File: src/rtl/instr_fetch_unit.sv
// Instruction fetch unit: owns the PC, fetches words over a req/ack handshake,
// holds them in IR and computes the next PC on each update request.
module instr_fetch_unit #(
  parameter int            AW       = 32,
  parameter logic [AW-1:0] RESET_PC = '0,
  parameter int            TIMEOUT  = 15
) (
  input  logic          clk,
  input  logic          rst,
  input  logic          upd_pc,
  input  logic [2:0]    br_op,
  input  logic          flag_n,
  input  logic          flag_z,
  input  logic [31:0]   imem_rdata,
  input  logic          imem_ack,
  output logic          imem_req,
  output logic [AW-1:0] imem_addr,
  output logic [AW-1:0] pc,
  output logic [31:0]   ir,
  output logic          ir_valid,
  output logic [5:0]    opcode,
  output logic [4:0]    rs,
  output logic [4:0]    rt,
  output logic [4:0]    rd,
  output logic [4:0]    func,
  output logic [31:0]   imm,
  output logic          fetch_err
);

  localparam logic [1:0] IDLE = 2'd0;
  localparam logic [1:0] REQ  = 2'd1;
  localparam logic [1:0] HOLD = 2'd2;

  localparam int            CW    = $clog2(TIMEOUT + 1);
  localparam logic [CW-1:0] TLAST = CW'(TIMEOUT - 1);

  logic [1:0]           state;
  logic [CW-1:0]        tcnt;
  logic                 upd_q;
  logic                 upd_rise;
  logic                 taken;
  logic signed [AW-1:0] br_off;

  assign opcode = ir[31:26];
  assign rs     = ir[25:21];
  assign rt     = ir[20:16];
  assign rd     = ir[15:11];
  assign func   = ir[4:0];
  assign imm    = {{16{ir[15]}}, ir[15:0]};

  // Word-aligned branch offset: sign-extended immediate scaled by 4.
  assign br_off = {{(AW-18){ir[15]}}, ir[15:0], 2'b00};

  assign imem_req  = (state == REQ);
  assign imem_addr = pc;
  assign upd_rise  = upd_pc & ~upd_q;

  always_comb begin
    taken = 1'b0;
    case (br_op)
      3'b000:  taken = 1'b1;
      3'b001:  taken = flag_n;
      3'b010:  taken = ~flag_n & ~flag_z;
      3'b011:  taken = flag_z;
      default: taken = 1'b0;
    endcase
  end

  always_ff @(posedge clk or negedge rst) begin
    if (!rst) begin
      state     <= IDLE;
      pc        <= RESET_PC;
      ir        <= '0;
      ir_valid  <= 1'b0;
      fetch_err <= 1'b0;
      tcnt      <= '0;
      upd_q     <= 1'b0;
    end else begin
      upd_q     <= upd_pc;
      fetch_err <= 1'b0;
      case (state)
        IDLE: state <= REQ;
        REQ: begin
          if (imem_ack) begin
            ir       <= imem_rdata;
            ir_valid <= 1'b1;
            tcnt     <= '0;
            state    <= HOLD;
          end else if (tcnt == TLAST) begin
            // Retry at the same address; the request never drops.
            fetch_err <= 1'b1;
            tcnt      <= '0;
          end else begin
            tcnt <= tcnt + 1'b1;
          end
        end
        HOLD: begin
          if (upd_rise) begin
            pc       <= taken ? pc + br_off : pc + AW'(4);
            ir_valid <= 1'b0;
            state    <= REQ;
          end
        end
        default: state <= IDLE;
      endcase
    end
  end

endmodule

File: config.mk
export PLATFORM = sky130hd
export DESIGN_NAME = instr_fetch_unit
export DESIGN_NICKNAME = d
export VERILOG_FILES = /design/src/rtl/instr_fetch_unit.sv
export SDC_FILE = /design/constraint.sdc
export NUM_CORES = 1
export LEC_CHECK = 0
export ABC_AREA = 1
export BUFFER_PORTS_ARGS = -buffer_cell sky130_fd_sc_hd__clkbuf_2
export CAP_MARGIN = 5
export CORE_ASPECT_RATIO = 1.75
export CORE_MARGIN = 3
export CORE_UTILIZATION = 40
export CTS_CLUSTER_SIZE = 20
export DETAILED_ROUTE_END_ITERATION = 10
export GPL_ROUTABILITY_DRIVEN = 0
export PLACE_DENSITY_LB_ADDON = 0.05
export SLEW_MARGIN = 5
export SYNTH_ARGS = -nofsm -noshare
export SYNTH_HDL_FRONTEND = slang
export SYNTH_SLANG_ARGS = --single-unit
File: constraint.sdc
create_clock -name clk -period 2.55 [get_ports clk]
set_clock_uncertainty 0.2 [all_clocks]
set_input_delay 0.51 -clock clk [delete_from_list [all_inputs] [get_ports clk]]
set_output_delay 0.51 -clock clk [all_outputs]
set_load 0.01 [all_outputs]
==> out/metrics.yaml, run 1 <==
hold_path:
  hp-start: "upd_pc"
  min_path_type: "in -> reg"
timing:
  worst_pin_slew_ns: 0.789
  hold_viol: 0
  slew_viol_final: 0
  setup_slack_ns: -0.0140
  whs_ns: 0.0821
  fin_setup_tns_ns: -0.0140
  slew-limit-headroom: 0.474
  setup_viol: 1
  timing.final.crit_share: 1.01
  period_minus_slack_ns: 2.56
  timing.fmax_mhz: 390
  rsz0062_at_grt: "yes"
global_routing:
  grt_max_degree: 47
  grt_pass1_wl_mm: 25.6
  overflow: 0
  grt_pass1_vias: 5319
  antenna_found_initial: 0
  grt_use_total: 0.211
clock_network:
  clockBufferDepth: 2
  cts_root_buf: "clkbuf_16"
  cts_max_level: 3
  clk_latency_ns: 0.34
  clkSinkCount: 71
  path_clk_slew_ns: 0.06
  cts_buffers: 9
  cts_tree: "built"
yosys:
  synth_cell_types: 34
  syn-cell-area_um2: 5700
  syn_avg_cell_area_um2: 6.65
  yosys_warnings: 0
  synth-seq-area-share: 0.312
  ys_ff_latch: 71
  syn_inst: 857
routing:
  dr.pass1.iters: 4
  wire_per_inst_um: 14.0
  routed_wirelength_mm: 17.2
  drt_iter0_markers: 180
  via_count: 5706
  ant_nets: 0
  drc_errors: 0
  viasPerCell: 4.64
floorplan:
  die_y_um: 164
  core_um2: 13900
  num_rows: 57
  ios: 198
  die_x_um: 96.3
  dieArea_um2: 15800
  start_util: 0.410
run_status:
  violations: "negative setup slack"
  outcome: "finished, violations left"
setup_path:
  r2r-start: "ir[15]$_DFFE_PN0P_"
  cp.required_ns: 2.59
  critPathKind: "in -> reg"
  worst_setup_path_start_kind: "input pin"
  critPathLaunch: "flag_z"
  end_kind: "flop"
  critPathMaxFanout: 6
  worst_ep_arrival_time_ns: 2.60
power:
  p_per_area_nw_per_um2: 1050
  ir_worst_vdd_mv: 0.499
  p_leak_nw: 4.48
final_layout:
  drive_gt1_frac: 0.429
  diodes: 0
  synthToLayoutAreaGrowth_pct: 37.2
  final_util: 0.563
  nets: 1120
placement:
  portBuffers: 193
  post-dp-hpwl_mm: 13.1
  dp_slack_ns: -0.526
job:
  drv_cap: 0
[per-stage QoR]
| stage | instance area (um^2) | std cells | power (mW) |
|---|---|---|---|
| floorplan | 5730 | 860 | 5.23 |
| global placement | 6790 | 1205 | 6.51 |
| detailed placement | 6790 | 1205 | 6.54 |
| CTS | 7280 | 1225 | 7.96 |
| global route | 7820 | 1229 | 8.95 |
| finish | 7820 | 1229 | 8.24 |
[Yosys cell counts, drive strengths merged]
library cell  number  area, um^2
nand2            324        1220
inv              122         458
buf              101         736
dfrtp             71        1780
nor2              59         236
nand3             50         260
o21ai             35         179
ha                31         388
a21oi             23         123
xnor2             11        96.3
nand4              6        37.5
o21bai             4        41.3
clkbuf             3        11.3
nand3b             3        22.5
nor3               3        26.3
o22ai              2        12.5
or2                2        12.5
xor2               2        17.5
a21o               1        7.51
and2               1        6.26
conb               1        3.75
fa                 1        20.0
o211ai             1        7.51
[where the power goes]
group	switching [mW]	internal (mW)
logic	2.63	2.18
registers	0.576	1.62
clock network	0.540	0.689
[worst max-delay path: stages]
cell and delay [ns]:
buf_6 0.10, buf_6 0.11, buf_6 0.11, nand2_4 0.06, nand2_2 0.05, nand3_2 0.04
nand4_1 0.13, inv_2 0.16, clkbuf_16 0.19, ha_4 0.23, nand2_2 0.08, nand2_2 0.06
buf_6 0.12, a21oi_4 0.14, nand2_2 0.08, buf_4 0.14, inv_1 0.06, nand3b_1 0.08
nand3_1 0.08, nand2_1 0.05
[logic make-up (layout without fill, tap and decap cells)]
| logic type | count (synthesis) | after routing | share of synthesized area |
|---|---|---|---|
| XOR/XNOR | 13 | 13 | 0.0200 |
| AND/OR/NAND/NOR | 448 | 449 | 0.320 |
| AO/OA/AOI/OAI | 66 | 66 | 0.0649 |
| flip-flops | 71 | 71 | 0.312 |
| other | 1 | 4 | 0.000658 |
| buffers and inverters | 226 | 417 | 0.211 |
| adder cells (fa/ha/maj) | 32 | 32 | 0.0715 |
[metal layers]
metal	GRT usage	vias to the layer above	routed length, um
met5	0	-	0
met4	0.0907	0	561
met3	0.0229	36	773
met2	0.408	168	9540
met1	0.219	2583	6310
li1	-	2919	-
[cells in the final DEF (no fill, tap or decap), types with 4 or more instances in the layout]
| cell type | count |
|---|---|
| a21oi_1 | 5 |
| a21oi_2 | 15 |
| buf_4 | 77 |
| buf_6 | 7 |
| clkbuf_16 | 10 |
| clkbuf_2 | 191 |
| clkinvlp_4 | 4 |
| conb_1 | 4 |
| dfrtp_1 | 71 |
| ha_1 | 14 |
| ha_4 | 16 |
| inv_1 | 111 |
| inv_2 | 10 |
| nand2_1 | 269 |
| nand2_2 | 48 |
| nand2_4 | 7 |
| nand3_1 | 36 |
| nand3_2 | 11 |
| nand4_1 | 6 |
| nor2_1 | 29 |
| nor2_2 | 28 |
| o21ai_0 | 18 |
| o21ai_1 | 15 |
| xnor2_1 | 9 |
[final timing paths]
path                                              to  slack [ns]  depth (start not counted)
min in group asynchronous         ir[29]$_DFFE_PN0P_        0.46                          2
hold reg to reg                 ir_valid$_DFFE_PN0P_        0.29                          2
setup / recovery           imem_addr[22]$_DFFE_PN0P_       -0.01                         20
hold / removal                       upd_q$_DFF_PN0_        0.08                          1
max in group asynchronous  imem_addr[13]$_DFFE_PN0P_        1.10                          3
setup reg to reg           imem_addr[22]$_DFFE_PN0P_        0.03                         14
[timing repair]
action,4_1_cts,5_1_grt
pin swaps,9,32
endpoints found under the hold margin,31,0
hold buffers,1,0
setup buffers,2,3
setup endpoints to repair,23,27
gates cloned,1,1
resized for setup,46,118
[state kept, by name, summed over array words and instances, names as in the netlist]
name       cells
state          2
upd_q          1
ir_valid       1
fetch_err      1
ir            32
imem_addr     30
tcnt           4
[area by class of cell]
class	instances	area, um^2
clock buffers	10	239
repair buffers	279	1690
well taps	177	221
multi-input cells	564	3390
flip-flops and latches	71	1780
clock inverters	6	45.0
inverters	122	462
fillers	1442	6080
(Power assumes the default switching activity.)
==> run 2, diff against run 1 <==
Settings changed: CORE_UTILIZATION 40 to 47.
==> run 2 against run 1 <==
  * The run now ends clean
  * Non-clock buffer count grew 3
  * Combinational power grew 4%
  * Fmax increased by 3.1%
  * Power up 2.5%
  * Sequential share of layout area about the same
  * Largest cell class unchanged
  * First-iteration DRC count grew 17%
  * Worst setup slack improved by 0.078 ns
  * Highest routed layer unchanged
  * Largest power group unchanged
  * Critical endpoint is now imem_addr[24]$_DFFE_PN0P_
  * Sequential power is essentially flat
  * Utilization rose by 11 points
  * Critical path type unchanged
  * Wire length down 3.9%
  * Clock-buffer cell count fell by 1
==> out/metrics.yaml, run 2 (synthesis gave the netlist of run 1 again) <==
run_status:
  outcome: "finished, final reports clean"
setup_path:
  r2r-start: "ir[15]$_DFFE_PN0P_"
  critPathKind: "in -> reg"
  worst_ep_arrival_time_ns: 2.51
  end_kind: "flop"
  worst_setup_path_start_kind: "input pin"
  r2r_cells: 15
  critPathMaxFanout: 7
  critPathLaunch: "br_op[1]"
  cp.required_ns: 2.57
routing:
  drc_errors: 0
  wire_per_inst_um: 13.9
  via_count: 5736
  viasPerCell: 4.82
  dr.pass1.iters: 5
  drt_iter0_markers: 211
  ant_nets: 0
  routed_wirelength_mm: 16.5
floorplan:
  core_um2: 11700
  die_y_um: 152
  ios: 198
  die_x_um: 89.3
  dieArea_um2: 13500
  num_rows: 52
  start_util: 0.487
timing:
  timing.fmax_mhz: 402
  slew-limit-headroom: 0.549
  period_minus_slack_ns: 2.49
  slew_viol_final: 0
  timing.final.crit_share: 0.975
  hold_viol: 0
  worst_pin_slew_ns: 0.676
  fin_setup_tns_ns: 0
  rsz0062_at_grt: "yes"
  setup_slack_ns: 0.0642
  setup_viol: 0
  whs_ns: 0.0967
hold_path:
  hp-start: "upd_pc"
  min_path_type: "in -> reg"
  hold_depth: 1
final_layout:
  filler_cell_count: 1095
  largest_register_ffs: 32
  drive_gt1_frac: 0.436
  synthToLayoutAreaGrowth_pct: 37.5
  max_flop_register: "ir"
  stdcell_area_um2: 7840
  multiInputGateArea_um2: 3410
  nets: 1122
  layoutNonFillerInstCount: 1189
  diodes: 0
  final_cell_mix: "nand2_1 (265), clkbuf_2 (191), inv_1 (111)"
  mostFrequentLayoutCell: "nand2_1"
  layout.area.seq_um2: 1780
global_routing:
  antenna_found_initial: 0
  grt_pass1_wl_mm: 24.7
  grt_max_degree: 47
  overflow: 0
  grt_use_total: 0.236
  grt_pass1_vias: 5322
power:
  p_per_area_nw_per_um2: 1080
  ir_worst_vdd_mv: 0.516
  p_leak_nw: 4.52
clock_network:
  cts_max_level: 3
  cts_tree: "built"
  cts_buffers: 9
  path_clk_slew_ns: 0.06
  clk_latency_ns: 0.34
  cts_root_buf: "clkbuf_16"
  clkSinkCount: 71
  clockBufferDepth: 2
placement:
  dpl_cell_area_um2: 6760
  dp_slack_ns: -0.479
  post-dp-hpwl_mm: 13.0
  portBuffers: 193
  placed_cells: 1163
job:
  drv_cap: 0
run 2: cell types whose count changed in the layout (fill, tap and decap cells not counted), moves of 3 or more:
cell	change
nand2_1	-4
buf_4	+4
nand3_2	-3
nand3_1	+3
buf_6	-3
nand2_2	+3
nor2_4	+4
nor2_1	-5
run 2: through the flow:
stage / total power [mW] / utilization
finish: 8.45 / 0.669
global route: 9.17 / 0.669
CTS: 7.92 / 0.610
detailed placement: 6.57 / 0.577
global placement: 6.49 / 0.577
floorplan: 5.23 / -
run 2: layout make-up:
type | instances | area share
clock buffers | 9 | 0.0287
multi-input cells | 563 | 0.435
inverters | 122 | 0.0584
well taps | 135 | 0.0215
flip-flops and latches | 71 | 0.227
repair buffers | 282 | 0.220
clock inverters | 7 | 0.00926
run 2: routing by layer:
metal  GRT usage  wire length, um  up-vias
met5           0                0        -
met4      0.0976              598        0
met3      0.0330              602       38
met2       0.452             9290      164
met1       0.247             6030     2610
li1            -                -     2924
run 2: worst paths after layout:
check | endpoint | slack, ns
setup / recovery | imem_addr[24]$_DFFE_PN0P_ | 0.06
hold / removal | upd_q$_DFF_PN0_ | 0.1
setup reg to reg | imem_addr[24]$_DFFE_PN0P_ | 0.10
hold reg to reg | ir_valid$_DFFE_PN0P_ | 0.29
max in group asynchronous | ir[11]$_DFFE_PN0P_ | 1.12
min in group asynchronous | ir[30]$_DFFE_PN0P_ | 0.45
run 2: where the power goes:
| group | internal (mW) | switching [mW] |
|---|---|---|
| Combinational | 2.27 | 2.72 |
| Sequential | 1.62 | 0.554 |
| Clock | 0.759 | 0.518 |
| Total | 4.65 | 3.80 |
run 2: repair_timing:
action | CTS | global route
pin swaps | 0 | 35
hold buffers | 1 | 0
cloned | 0 | 1
endpoints found under the setup margin | 16 | 25
gates resized for setup | 16 | 158
buffers inserted | 0 | 8
endpoints found under the hold margin | 27 | 0
run 2: critical path: stages:
cell       delay (ns)
clkbuf_2         0.12
buf_4            0.14
nand2_2          0.06
nand2_1          0.05
nand3_1          0.06
nand4_1          0.12
inv_2            0.15
clkbuf_16        0.20
ha_4             0.23
nand2_2          0.12
inv_1            0.08
nand2_1          0.07
nand3_1          0.08
a21oi_1          0.23
nand4_1          0.12
nand3_1          0.09
nand2_1          0.06
==> run 3, diff against run 2 <==
--- a/config.mk
+++ b/config.mk
@@ -11,5 +11,6 @@
 export CORE_ASPECT_RATIO = 1.75
 export CORE_MARGIN = 3
-export CORE_UTILIZATION = 47
+export CORE_UTILIZATION = 48
+export CTS_BUF_LIST = sky130_fd_sc_hd__clkbuf_2 sky130_fd_sc_hd__clkbuf_4 sky130_fd_sc_hd__clkbuf_8
 export CTS_CLUSTER_SIZE = 20
 export DETAILED_ROUTE_END_ITERATION = 10
--- a/constraint.sdc
+++ b/constraint.sdc
@@ -3,3 +3,3 @@
 set_input_delay 0.51 -clock clk [delete_from_list [all_inputs] [get_ports clk]]
 set_output_delay 0.51 -clock clk [all_outputs]
-set_load 0.01 [all_outputs]
+set_load 0.05 [all_outputs]
==> run 3 against run 2 <==
  * Non-clock buffer count decreased by 18
  * Die area decreased by 2.0%
  * Sequential share of layout area increased by 0.98 points
  * Critical path type unchanged
  * Highest routed layer unchanged
==> out/metrics.yaml, run 3 (synthesis gave the netlist of run 1 again) <==
setup_path:
  critical-path-top-delay-family: "simple AND/OR/NAND/NOR gates"
  r2r-start: "ir[15]$_DFFE_PN0P_"
  end_kind: "flop"
  path_buf_inv: 6
  r2r_cells: 14
  crit_path_top_delay_cell: "ha_4"
  cp.required_ns: 2.62
  crit_path_max_incr_delay_ns: 0.31
  critPathKind: "in -> reg"
  worst_setup_path_start_kind: "input pin"
  critPathMostFrequentCell: "nand2_1"
  crit_path_cell_trace: "clkbuf_2, buf_4, nand2_1, nand2_1, nand3_1, nand4_1, inv_2, clkbuf_16, ha_4, nand2_1, nor2_1, nand2_1, nand2_2, buf_4, inv_1, nand2_1, nand2_1, nand3_1, nand2_1"
  worst-r2r-setup-slack_ns: 0.13
  worst_ep_arrival_time_ns: 2.59
  timing.rr.end: "imem_addr[22]$_DFFE_PN0P_"
  critPathMaxFanout: 7
clock_network:
  clkSinkCount: 71
  cts_buffers: 9
  cts_max_level: 3
  clk_latency_ns: 0.37
  cts_tree: "built"
  path_clk_slew_ns: 0.09
  clockBufferDepth: 2
  cts_root_buf: "clkbuf_8"
routing:
  via_count: 5772
  dr.pass1.iters: 4
  wire_per_inst_um: 14.2
  drt_iter0_markers: 245
  routed_wirelength_mm: 16.6
  ant_nets: 0
  drc_errors: 0
  viasPerCell: 4.93
timing:
  setup_slack_ns: 0.0250
  setup_viol: 0
  whs_ns: 0.0705
  rsz0062_at_grt: "yes"
  timing.fmax_mhz: 396
  worst_pin_slew_ns: 0.785
  timing.final.crit_share: 0.990
  hold_viol: 0
  slew-limit-headroom: 0.476
  slew_viol_final: 0
  period_minus_slack_ns: 2.52
placement:
  portBuffers: 193
  dp_slack_ns: -0.529
  post-dp-hpwl_mm: 12.6
floorplan:
  num_rows: 52
  die_y_um: 150
  die_x_um: 88.4
  core_um2: 11600
  start_util: 0.492
  ios: 198
  dieArea_um2: 13300
global_routing:
  grt_max_degree: 72
  grt_use_total: 0.232
  overflow: 0
  grt_pass1_wl_mm: 24.1
  grt_pass1_vias: 5183
  antenna_found_initial: 0
hold_path:
  hp-start: "upd_pc"
  min_to: "upd_q$_DFF_PN0_"
  hold_depth: 1
  min_path_type: "in -> reg"
final_layout:
  mostFrequentLayoutCell: "nand2_1"
  diodes: 0
  final_cell_mix: "nand2_1 (284), clkbuf_2 (190), inv_1 (114)"
  synthToLayoutAreaGrowth_pct: 31.8
  nets: 1104
  filler_cell_count: 1059
  max_flop_register: "ir"
  largest_register_ffs: 32
  drive_gt1_frac: 0.391
job:
  drv_cap: 0
run_status:
  outcome: "finished, final reports clean"
==> run 3: area by class of cell <==
class / count / area [um^2] / share of cell area
clock buffers: 9 / 124 / 0.0165
clock inverters: 7 / 128 / 0.0170
inverters: 122 / 460 / 0.0612
multi-input cells: 563 / 3290 / 0.438
flip-flops and latches: 71 / 1780 / 0.236
well taps: 135 / 169 / 0.0225
repair buffers: 264 / 1570 / 0.209
==> run 3: layer usage <==
layer	part of all wire	GRT usage	up-vias
met5	0	0	-
met4	0.037	0.109	0
met3	0.044	0.0279	37
met2	0.55	0.441	187
met1	0.37	0.244	2659
li1	-	-	2889
==> run 3: worst max path at each step <==
| stage | from | depth (start not counted) | slack [ns] | endpoint |
|---|---|---|---|---|
| 5_1_grt | br_op[1] | 18 | -0.07 | imem_addr[22]$_DFFE_PN0P_ |
| 3_3_place_gp | flag_z | 18 | -0.46 | imem_addr[30]$_DFFE_PN0P_ |
| 4_1_cts | flag_z | 18 | 0.006 | imem_addr[30]$_DFFE_PN0P_ |
| 3_5_place_dp | flag_z | 18 | -0.53 | imem_addr[30]$_DFFE_PN0P_ |
| 6_report | br_op[1] | 19 | 0.03 | imem_addr[22]$_DFFE_PN0P_ |
| 2_1_floorplan | flag_z | 17 | 0.009 | imem_addr[30]$_DFFE_PN0P_ |
==> run 3: stage by stage <==
stage / area [um^2] / utilization / setup TNS [ns] / std cells
floorplan: 5730 / - / 0 / 860
global placement: 6630 / 0.573 / -8.58 / 1149
detailed placement: 6630 / 0.573 / -10.54 / 1149
CTS: 6920 / 0.598 / 0 / 1166
global route: 7520 / 0.649 / -0.311 / 1171
finish: 7520 / 0.649 / 0 / 1171
==> run 3: worst reg2reg max path: cells and delay by family, from the launching register on <==
family	cells	cell delay [ns]
DFF	1	0.43
and+or+nand+nor	9	0.96
adders and majority gates	1	0.31
buffers and inverters	4	0.44
==> run 3: timing repair <==
item                                    in CTS  in global routing
hold buffers                                 1                  0
endpoints found under the setup margin      13                 26
pin swaps                                    0                 34
buffers inserted                             0                  4
cloned                                       0                  1
resized for setup                            8                131
endpoints found under the hold margin       71                  0
Power of run 3 is left out: the tool's default activity adds up to more than one toggle a clock period on the data nets, which glitch-free logic cannot reach.
